`src/rtl/udp_tx_scheduler_if.sv`:
```
// Bundle between the payload sources / UDP coder and the TX scheduler.
// The master modport is the scheduler's view; slave is the sources-plus-coder side.
interface udp_tx_scheduler_if;
    logic [1:0]  SRC_REQ;
    logic [15:0] SRC_DST_PORT0;
    logic [15:0] SRC_DST_PORT1;
    logic [15:0] SRC_LEN0;
    logic [15:0] SRC_LEN1;
    logic [15:0] SRC_CSUM0;
    logic [15:0] SRC_CSUM1;
    logic [7:0]  SRC_DATA0;
    logic [7:0]  SRC_DATA1;
    logic [1:0]  SRC_GNT;
    logic [1:0]  SRC_RD;
    logic [1:0]  SRC_ERR;
    logic        UDP_EN;
    logic [63:0] UDP_HEADER;
    logic [15:0] IN_DATA_LENGTH;
    logic [15:0] UDP_DATA_CHECKSUM;
    logic        UDP_DATA_REQUEST;
    logic [7:0]  IN_DATA;
    logic        IN_DATA_VLD;
    logic        UDP_DONE;
    logic        BUSY;

    modport master (
        input  SRC_REQ, SRC_DST_PORT0, SRC_DST_PORT1, SRC_LEN0, SRC_LEN1,
               SRC_CSUM0, SRC_CSUM1, SRC_DATA0, SRC_DATA1,
               UDP_DATA_REQUEST, UDP_DONE,
        output SRC_GNT, SRC_RD, SRC_ERR, UDP_EN, UDP_HEADER, IN_DATA_LENGTH,
               UDP_DATA_CHECKSUM, IN_DATA, IN_DATA_VLD, BUSY
    );

    modport slave (
        output SRC_REQ, SRC_DST_PORT0, SRC_DST_PORT1, SRC_LEN0, SRC_LEN1,
               SRC_CSUM0, SRC_CSUM1, SRC_DATA0, SRC_DATA1,
               UDP_DATA_REQUEST, UDP_DONE,
        input  SRC_GNT, SRC_RD, SRC_ERR, UDP_EN, UDP_HEADER, IN_DATA_LENGTH,
               UDP_DATA_CHECKSUM, IN_DATA, IN_DATA_VLD, BUSY
    );
endinterface

```
`src/rtl/udp_tx_scheduler.sv`:
```
// Round-robin scheduler sharing one UDP coder between two payload sources:
// grant, start pulse, payload streaming, done/timeout handling and inter-frame gap.
module udp_tx_scheduler #(
    parameter logic [15:0] MAX_LEN    = 16'd1472,
    parameter logic [7:0]  GAP_CYCLES = 8'd12,
    parameter logic [15:0] DONE_TMO   = 16'd2047
) (
    input  logic               CLK,
    input  logic               RST,
    udp_tx_scheduler_if.master bus
);
    typedef enum logic [2:0] {
        S_IDLE,
        S_START,
        S_WAIT_REQ,
        S_STREAM,
        S_WAIT_DONE,
        S_GAP
    } state_t;

    state_t      state_reg, state_next;
    logic        ptr_reg, ptr_next;
    logic        owner_reg, owner_next;
    logic [15:0] port_reg, port_next;
    logic [15:0] len_reg, len_next;
    logic [15:0] csum_reg, csum_next;
    logic [15:0] byte_cnt_reg, byte_cnt_next;
    logic [15:0] tmo_cnt_reg, tmo_cnt_next;
    logic [7:0]  gap_cnt_reg, gap_cnt_next;
    logic [1:0]  gnt_reg, gnt_next;
    logic [1:0]  err_reg, err_next;
    logic        udp_en_reg, udp_en_next;
    logic [7:0]  in_data_reg, in_data_next;
    logic        in_vld_reg, in_vld_next;

    logic        rd_any;
    logic        win;
    logic        tmo_hit;
    logic [15:0] req_port [2];
    logic [15:0] req_len  [2];
    logic [15:0] req_csum [2];
    logic [7:0]  req_data [2];

    assign req_port[0] = bus.SRC_DST_PORT0;
    assign req_port[1] = bus.SRC_DST_PORT1;
    assign req_len[0]  = bus.SRC_LEN0;
    assign req_len[1]  = bus.SRC_LEN1;
    assign req_csum[0] = bus.SRC_CSUM0;
    assign req_csum[1] = bus.SRC_CSUM1;
    assign req_data[0] = bus.SRC_DATA0;
    assign req_data[1] = bus.SRC_DATA1;

    // Pointer source wins if it is requesting, otherwise the other one.
    assign win     = bus.SRC_REQ[ptr_reg] ? ptr_reg : ~ptr_reg;
    assign tmo_hit = ({1'b0, tmo_cnt_reg} + 17'd1) >= {1'b0, DONE_TMO};

    always_comb begin
        state_next    = state_reg;
        ptr_next      = ptr_reg;
        owner_next    = owner_reg;
        port_next     = port_reg;
        len_next      = len_reg;
        csum_next     = csum_reg;
        byte_cnt_next = byte_cnt_reg;
        tmo_cnt_next  = tmo_cnt_reg;
        gap_cnt_next  = gap_cnt_reg;
        gnt_next      = 2'b00;
        err_next      = 2'b00;
        udp_en_next   = 1'b0;
        rd_any        = 1'b0;

        case (state_reg)
            S_IDLE: begin
                // A grant pulse still on the bus blocks re-arbitration for one
                // cycle so a just-rejected request is not seen a second time.
                if ((|bus.SRC_REQ) && (gnt_reg == 2'b00)) begin
                    gnt_next[win] = 1'b1;
                    if (req_len[win] > MAX_LEN) begin
                        err_next[win] = 1'b1;
                    end else begin
                        owner_next = win;
                        port_next  = req_port[win];
                        len_next   = req_len[win];
                        csum_next  = req_csum[win];
                        ptr_next   = ~win;
                        state_next = S_START;
                    end
                end
            end
            S_START: begin
                udp_en_next = 1'b1;
                state_next  = S_WAIT_REQ;
            end
            S_WAIT_REQ: begin
                if (bus.UDP_DATA_REQUEST) begin
                    tmo_cnt_next = 16'd0;
                    if (len_reg == 16'd0) begin
                        state_next = S_WAIT_DONE;
                    end else begin
                        // First read happens in the request cycle itself.
                        rd_any        = 1'b1;
                        byte_cnt_next = len_reg - 16'd1;
                        state_next    = (len_reg == 16'd1) ? S_WAIT_DONE : S_STREAM;
                    end
                end
            end
            S_STREAM: begin
                rd_any = 1'b1;
                if (byte_cnt_reg != 16'd0) begin
                    byte_cnt_next = byte_cnt_reg - 16'd1;
                end
                if (byte_cnt_reg <= 16'd1) begin
                    state_next = S_WAIT_DONE;
                end
            end
            S_WAIT_DONE: begin
                if (bus.UDP_DONE) begin
                    gap_cnt_next = 8'd0;
                    state_next   = S_GAP;
                end else if (tmo_hit) begin
                    err_next[owner_reg] = 1'b1;
                    gap_cnt_next        = 8'd0;
                    state_next          = S_GAP;
                end else if (tmo_cnt_reg != 16'hFFFF) begin
                    tmo_cnt_next = tmo_cnt_reg + 16'd1;
                end
            end
            S_GAP: begin
                if (gap_cnt_reg >= GAP_CYCLES) begin
                    state_next = S_IDLE;
                end else begin
                    gap_cnt_next = gap_cnt_reg + 8'd1;
                end
            end
            default: begin
                state_next = S_IDLE;
            end
        endcase

        in_vld_next  = rd_any;
        in_data_next = rd_any ? req_data[owner_reg] : 8'h00;
    end

    always_ff @(posedge CLK) begin
        if (RST) begin
            state_reg    <= S_IDLE;
            ptr_reg      <= 1'b0;
            owner_reg    <= 1'b0;
            port_reg     <= 16'd0;
            len_reg      <= 16'd0;
            csum_reg     <= 16'd0;
            byte_cnt_reg <= 16'd0;
            tmo_cnt_reg  <= 16'd0;
            gap_cnt_reg  <= 8'd0;
            gnt_reg      <= 2'b00;
            err_reg      <= 2'b00;
            udp_en_reg   <= 1'b0;
            in_data_reg  <= 8'h00;
            in_vld_reg   <= 1'b0;
        end else begin
            state_reg    <= state_next;
            ptr_reg      <= ptr_next;
            owner_reg    <= owner_next;
            port_reg     <= port_next;
            len_reg      <= len_next;
            csum_reg     <= csum_next;
            byte_cnt_reg <= byte_cnt_next;
            tmo_cnt_reg  <= tmo_cnt_next;
            gap_cnt_reg  <= gap_cnt_next;
            gnt_reg      <= gnt_next;
            err_reg      <= err_next;
            udp_en_reg   <= udp_en_next;
            in_data_reg  <= in_data_next;
            in_vld_reg   <= in_vld_next;
        end
    end

    // Read strobe is combinational so the source pops in the same cycle the coder asks.
    genvar gi;
    generate
        for (gi = 0; gi < 2; gi++) begin : g_rd
            assign bus.SRC_RD[gi] = rd_any && (owner_reg == 1'(gi));
        end
    endgenerate

    assign bus.SRC_GNT           = gnt_reg;
    assign bus.SRC_ERR           = err_reg;
    assign bus.UDP_EN            = udp_en_reg;
    assign bus.UDP_HEADER        = {48'h0, port_reg};
    assign bus.IN_DATA_LENGTH    = len_reg;
    assign bus.UDP_DATA_CHECKSUM = csum_reg;
    assign bus.IN_DATA           = in_data_reg;
    assign bus.IN_DATA_VLD       = in_vld_reg;
    assign bus.BUSY              = (state_reg != S_IDLE);
endmodule

```
`src/flat_wrapper.sv`:
```
// flat-port wrapper written by rule: the top's interface ports become plain ports
module udp_tx_scheduler_flat 
#(
    parameter logic [15:0] MAX_LEN    = 16'd1472,
    parameter logic [7:0]  GAP_CYCLES = 8'd12,
    parameter logic [15:0] DONE_TMO   = 16'd2047
)
  (CLK, RST, bus_SRC_REQ, bus_SRC_DST_PORT0, bus_SRC_DST_PORT1, bus_SRC_LEN0, bus_SRC_LEN1, bus_SRC_CSUM0, bus_SRC_CSUM1, bus_SRC_DATA0, bus_SRC_DATA1, bus_UDP_DATA_REQUEST, bus_UDP_DONE, bus_SRC_GNT, bus_SRC_RD, bus_SRC_ERR, bus_UDP_EN, bus_UDP_HEADER, bus_IN_DATA_LENGTH, bus_UDP_DATA_CHECKSUM, bus_IN_DATA, bus_IN_DATA_VLD, bus_BUSY);
  udp_tx_scheduler_if bus_i ();
  input  logic CLK;
  input  logic RST;
  input wire logic [$bits(bus_i.SRC_REQ)-1:0] bus_SRC_REQ;
  input wire logic [$bits(bus_i.SRC_DST_PORT0)-1:0] bus_SRC_DST_PORT0;
  input wire logic [$bits(bus_i.SRC_DST_PORT1)-1:0] bus_SRC_DST_PORT1;
  input wire logic [$bits(bus_i.SRC_LEN0)-1:0] bus_SRC_LEN0;
  input wire logic [$bits(bus_i.SRC_LEN1)-1:0] bus_SRC_LEN1;
  input wire logic [$bits(bus_i.SRC_CSUM0)-1:0] bus_SRC_CSUM0;
  input wire logic [$bits(bus_i.SRC_CSUM1)-1:0] bus_SRC_CSUM1;
  input wire logic [$bits(bus_i.SRC_DATA0)-1:0] bus_SRC_DATA0;
  input wire logic [$bits(bus_i.SRC_DATA1)-1:0] bus_SRC_DATA1;
  input wire logic [$bits(bus_i.UDP_DATA_REQUEST)-1:0] bus_UDP_DATA_REQUEST;
  input wire logic [$bits(bus_i.UDP_DONE)-1:0] bus_UDP_DONE;
  output wire logic [$bits(bus_i.SRC_GNT)-1:0] bus_SRC_GNT;
  output wire logic [$bits(bus_i.SRC_RD)-1:0] bus_SRC_RD;
  output wire logic [$bits(bus_i.SRC_ERR)-1:0] bus_SRC_ERR;
  output wire logic [$bits(bus_i.UDP_EN)-1:0] bus_UDP_EN;
  output wire logic [$bits(bus_i.UDP_HEADER)-1:0] bus_UDP_HEADER;
  output wire logic [$bits(bus_i.IN_DATA_LENGTH)-1:0] bus_IN_DATA_LENGTH;
  output wire logic [$bits(bus_i.UDP_DATA_CHECKSUM)-1:0] bus_UDP_DATA_CHECKSUM;
  output wire logic [$bits(bus_i.IN_DATA)-1:0] bus_IN_DATA;
  output wire logic [$bits(bus_i.IN_DATA_VLD)-1:0] bus_IN_DATA_VLD;
  output wire logic [$bits(bus_i.BUSY)-1:0] bus_BUSY;
  assign bus_i.SRC_REQ = bus_SRC_REQ;
  assign bus_i.SRC_DST_PORT0 = bus_SRC_DST_PORT0;
  assign bus_i.SRC_DST_PORT1 = bus_SRC_DST_PORT1;
  assign bus_i.SRC_LEN0 = bus_SRC_LEN0;
  assign bus_i.SRC_LEN1 = bus_SRC_LEN1;
  assign bus_i.SRC_CSUM0 = bus_SRC_CSUM0;
  assign bus_i.SRC_CSUM1 = bus_SRC_CSUM1;
  assign bus_i.SRC_DATA0 = bus_SRC_DATA0;
  assign bus_i.SRC_DATA1 = bus_SRC_DATA1;
  assign bus_i.UDP_DATA_REQUEST = bus_UDP_DATA_REQUEST;
  assign bus_i.UDP_DONE = bus_UDP_DONE;
  assign bus_SRC_GNT = bus_i.SRC_GNT;
  assign bus_SRC_RD = bus_i.SRC_RD;
  assign bus_SRC_ERR = bus_i.SRC_ERR;
  assign bus_UDP_EN = bus_i.UDP_EN;
  assign bus_UDP_HEADER = bus_i.UDP_HEADER;
  assign bus_IN_DATA_LENGTH = bus_i.IN_DATA_LENGTH;
  assign bus_UDP_DATA_CHECKSUM = bus_i.UDP_DATA_CHECKSUM;
  assign bus_IN_DATA = bus_i.IN_DATA;
  assign bus_IN_DATA_VLD = bus_i.IN_DATA_VLD;
  assign bus_BUSY = bus_i.BUSY;
  udp_tx_scheduler #(.MAX_LEN(MAX_LEN), .GAP_CYCLES(GAP_CYCLES), .DONE_TMO(DONE_TMO)) u_core (.CLK(CLK), .RST(RST), .bus(bus_i));
endmodule
```
`config.mk`:
```
export PLATFORM = sky130hd
export DESIGN_NAME = udp_tx_scheduler_flat
export DESIGN_NICKNAME = d
export VERILOG_FILES = /design/src/rtl/udp_tx_scheduler_if.sv /design/src/rtl/udp_tx_scheduler.sv /design/src/flat_wrapper.sv
export SDC_FILE = /design/constraint.sdc
export NUM_CORES = 1
export LEC_CHECK = 0
export CAP_MARGIN = 20
export CORE_ASPECT_RATIO = 0.7
export CORE_UTILIZATION = 40
export DETAILED_ROUTE_END_ITERATION = 10
export GPL_TIMING_DRIVEN = 0
export PLACE_DENSITY = 0.74
export RECOVER_POWER = 100
export SETUP_SLACK_MARGIN = 0.1
export SLEW_MARGIN = 20
export SYNTH_ARGS = -nofsm -noshare
export SYNTH_HDL_FRONTEND = slang
export SYNTH_SLANG_ARGS = --single-unit
```
`constraint.sdc`:
```
create_clock -name CLK -period 2.76 [get_ports CLK]
set_input_delay 0.69 -clock CLK [delete_from_list [all_inputs] [get_ports CLK]]
set_output_delay 0.69 -clock CLK [all_outputs]
set_load 0.02 [all_outputs]
```
==> summary.txt <==
Post-synth EDFFs: 0
Hold Path Cell Cnt: 2
Distinct cells, synth: 59
Min Hold Slack: 0.4668 ns
Hold Startpoint: u_core.byte_cnt_reg[11]$_SDFFE_PP0P_
Final Max Slew Viols: 0
WHS Endpoint: u_core.byte_cnt_reg[11]$_SDFFE_PP0P_
flop and latch count out of synthesis: 107
GRT Overall Usage: 0.2467
critical path launch point type: input pin
root buf cell: clkbuf_16
commonest non-fill, non-tap cells in the layout: nand2_1 (124), clkdlybuf4s50_1 (114), dfxtp_1 (100)
CP max FO: 5
ys async rst share: 0
initial core utilization: 0.4124
antenna cell count: 0
max-cap violations: 0
GRT Residual Overflow: 0
I/O pin count: 231
commonest non-fill, non-tap cell in the layout: nand2_1
yosys warns: 0
final non-filler cell total: 1,196
number of buffers created by CTS: 9
routability cong.: 0.9115
DP Area: 8013 sq um
sequential area share after synthesis: 0.3708
worst path required time: 3.01 ns
fraction of layout instances using a drive strength above 1: 0.1282
drt first pass iters: 7
fill count: 1,247
DR DRC count: 0
Worst R2R End: u_core.state_reg[1]$_SDFFE_PP0P_
# H-tree levels: 3
FMAX: 373.9 MHz
die area: 14,930 sq um
Worst R2R Setup Slack: 0.14 ns
DP HPWL: 14,430 um
dpl cells: 1,169
FF/Latch Area: 2161 sq um
slew of the pin with the lowest slew margin: 0.9084 ns
reg2reg start: u_core.tmo_cnt_reg[0]$_SDFFE_PP0P_
die width: 145.6 um
CTS tree: built
Die Y: 102.5 um
clock sink count: 107
Slew headroom: 0.3888
Peak VDD IR: 0.0003481 V
final setup violation count: 0
initial drt markers: 509
Max Root-Sink Buffers: 2
outcome: finished clean
FP Rows: 36
vias in the first global route: 5,621
cell area after synthesis: 5777 sq um
final instance area: 8628 sq um
CP arrival: 2.93 ns
P_leak: 3.578 nW
initial antenna violation count: 0
Clock transition at path regs: 0.08 ns
largest net degree at the start of global routing: 20
unrepaired setup endpoints after global routing: true
vias: 6,255
Final Skew: 0.01308 ns
fin crit share: 0.9690
final WL: 19,050 um
worst reg2reg path depth: 10
crit path cell chain: clkdlybuf4s50_1 > or4_1 > a2111oi_4 > a21oi_4 > nor2_4 > buf_6 > buf_8 > nor2_1 > a311oi_1
HP Class: register to register
WP buf/inv: 3
Vias/cell: 5.230
Port-buffer cells: 182
area of the multi-input gates: 3347 sq um
Synth-to-Final Area Change: 49.36%
Worst setup EP type: register
Mapped Avg Cell Area: 7.702 sq um
Main synth FF type: dfxtp_1
Clk Latency, worst-skew pair: 0.36 ns
Antenna Violating Nets Remaining: 0
first-pass GRT wire length: 29,190 um
average wire per standard cell: 15.93 um
CP max stage delay: 0.46 ns
Final Util: 0.6159
Cells after Synth: 750
kind of critical path: input pin to register
core area: 14,010 sq um
Slowest-stage cell, CP: or4_1
nets: 1,127
Hold Vio Cnt, Final: 0
min Tclk post-route: 2.674 ns
CP top delay family: compound AO/OA/AOI/OAI gates
power per cell area: 469.2 nW/um^2
-- worst reg2reg max path: cells and delay by family (launching register included) --
family	cells	cell delay, ns
adder cells (fa/ha/maj)	1	0.20
flip-flops	1	0.40
AND/OR/NAND/NOR	3	0.61
AO/OA/AOI/OAI	4	0.99
buffers and inverters	2	0.32
-- synthesized netlist by cell type (4+ instances only) --
cell type  instances  area share
buf_2              9      0.0078
dfxtp_1          107        0.37
xor2_1             9       0.014
nand3_1           16       0.014
nor2_1            98       0.064
a311oi_1          43       0.065
ha_1               8       0.017
clkbuf_1          32       0.021
o31ai_1           11       0.014
a31oi_1            7      0.0076
a21oi_1           26       0.023
inv_1             19       0.012
xnor2_1            7       0.011
nand2_1          125       0.081
a22oi_1            4      0.0052
o21ai_0           35       0.030
and2_1            18       0.019
nor3_1            19       0.016
nor4_1            18       0.019
nand4_1            7      0.0076
mux2i_1           11       0.019
buf_4             49       0.064
o21ai_1            4      0.0035
or4_1              4      0.0052
a211oi_1           6      0.0078
-- kinds of logic (layout without fill, tap and decap cells) --
kind of cell | count (synthesis) | count (layout) | synth area share
other cells | 1 | 48 | 0.0006491
simple gates | 329 | 330 | 0.2590
mux | 12 | 12 | 0.02101
fa+ha+maj | 8 | 8 | 0.01733
flops | 107 | 107 | 0.3708
xor+xnor | 16 | 16 | 0.02426
compound gates | 165 | 165 | 0.2003
buf+inv | 112 | 320 | 0.1066
-- worst max-delay path by stage --
stage                                             startpoint  cells after the start                                          to  slack, ns
after floorplan                             bus_SRC_LEN0[14]                      7   u_core.bus.IN_DATA_LENGTH[0]$_SDFFE_PP0P_       0.30
after global placement                      bus_SRC_LEN0[14]                      8  u_core.bus.IN_DATA_LENGTH[15]$_SDFFE_PP0P_      -0.76
after detailed placement                    bus_SRC_LEN0[14]                      8  u_core.bus.IN_DATA_LENGTH[15]$_SDFFE_PP0P_      -0.75
after CTS                 u_core.tmo_cnt_reg[0]$_SDFFE_PP0P_                      9          u_core.tmo_cnt_reg[4]$_SDFFE_PP0P_       0.11
after global routing      u_core.tmo_cnt_reg[8]$_SDFFE_PP0P_                      9          u_core.tmo_cnt_reg[6]$_SDFFE_PP0P_       0.03
final                                       bus_SRC_LEN0[14]                      9            u_core.port_reg[14]$_SDFFE_PP0P_       0.09
-- routing by layer --
metal  part of all wire  vias up  GRT usage
met5                  0        -          0
met4              0.012        0    0.05587
met3              0.076       28    0.05752
met2               0.49      257     0.4194
met1               0.43     2898     0.3215
li1                   -     3072          -
-- through the flow --
stage / total power [W] / TNS, ns / worst slack, ns
2_1_floorplan: 0.002272 / 0 / 0.3020
3_3_place_gp: 0.002660 / -37.80 / -0.7553
3_5_place_dp: 0.002664 / -38.10 / -0.7535
4_1_cts: 0.004024 / 0 / 0.1112
5_1_grt: 0.004223 / 0 / 0.02653
6_report: 0.004048 / 0 / 0.08569
-- what timing repair did --
item,4_1_cts,5_1_grt
hold buffers,0,0
pin swaps,4,10
endpoints found under the setup margin,91,92
gates resized for setup,39,43
endpoints found under the hold margin,0,0
gates cloned,1,1
setup buffers,2,7
-- where the power goes --
part           internal [W]  total [W]  switching, W
combinational      0.000466    0.00106      0.000591
clock              0.000721    0.00137      0.000645
sequential          0.00159    0.00163     0.0000352
total               0.00278    0.00405       0.00127
-- final cells by class --
class,instances,area share
Clock buffer,9,0.02610
Tap cell,190,0.02755
Timing Repair Buffer,192,0.2216
Clock inverter,7,0.009571
Buffer,93,0.06859
Multi-Input combinational cell,579,0.3879
Sequential cell,107,0.2504
Inverter,19,0.008266
Power figures use the tool's default switching activity.
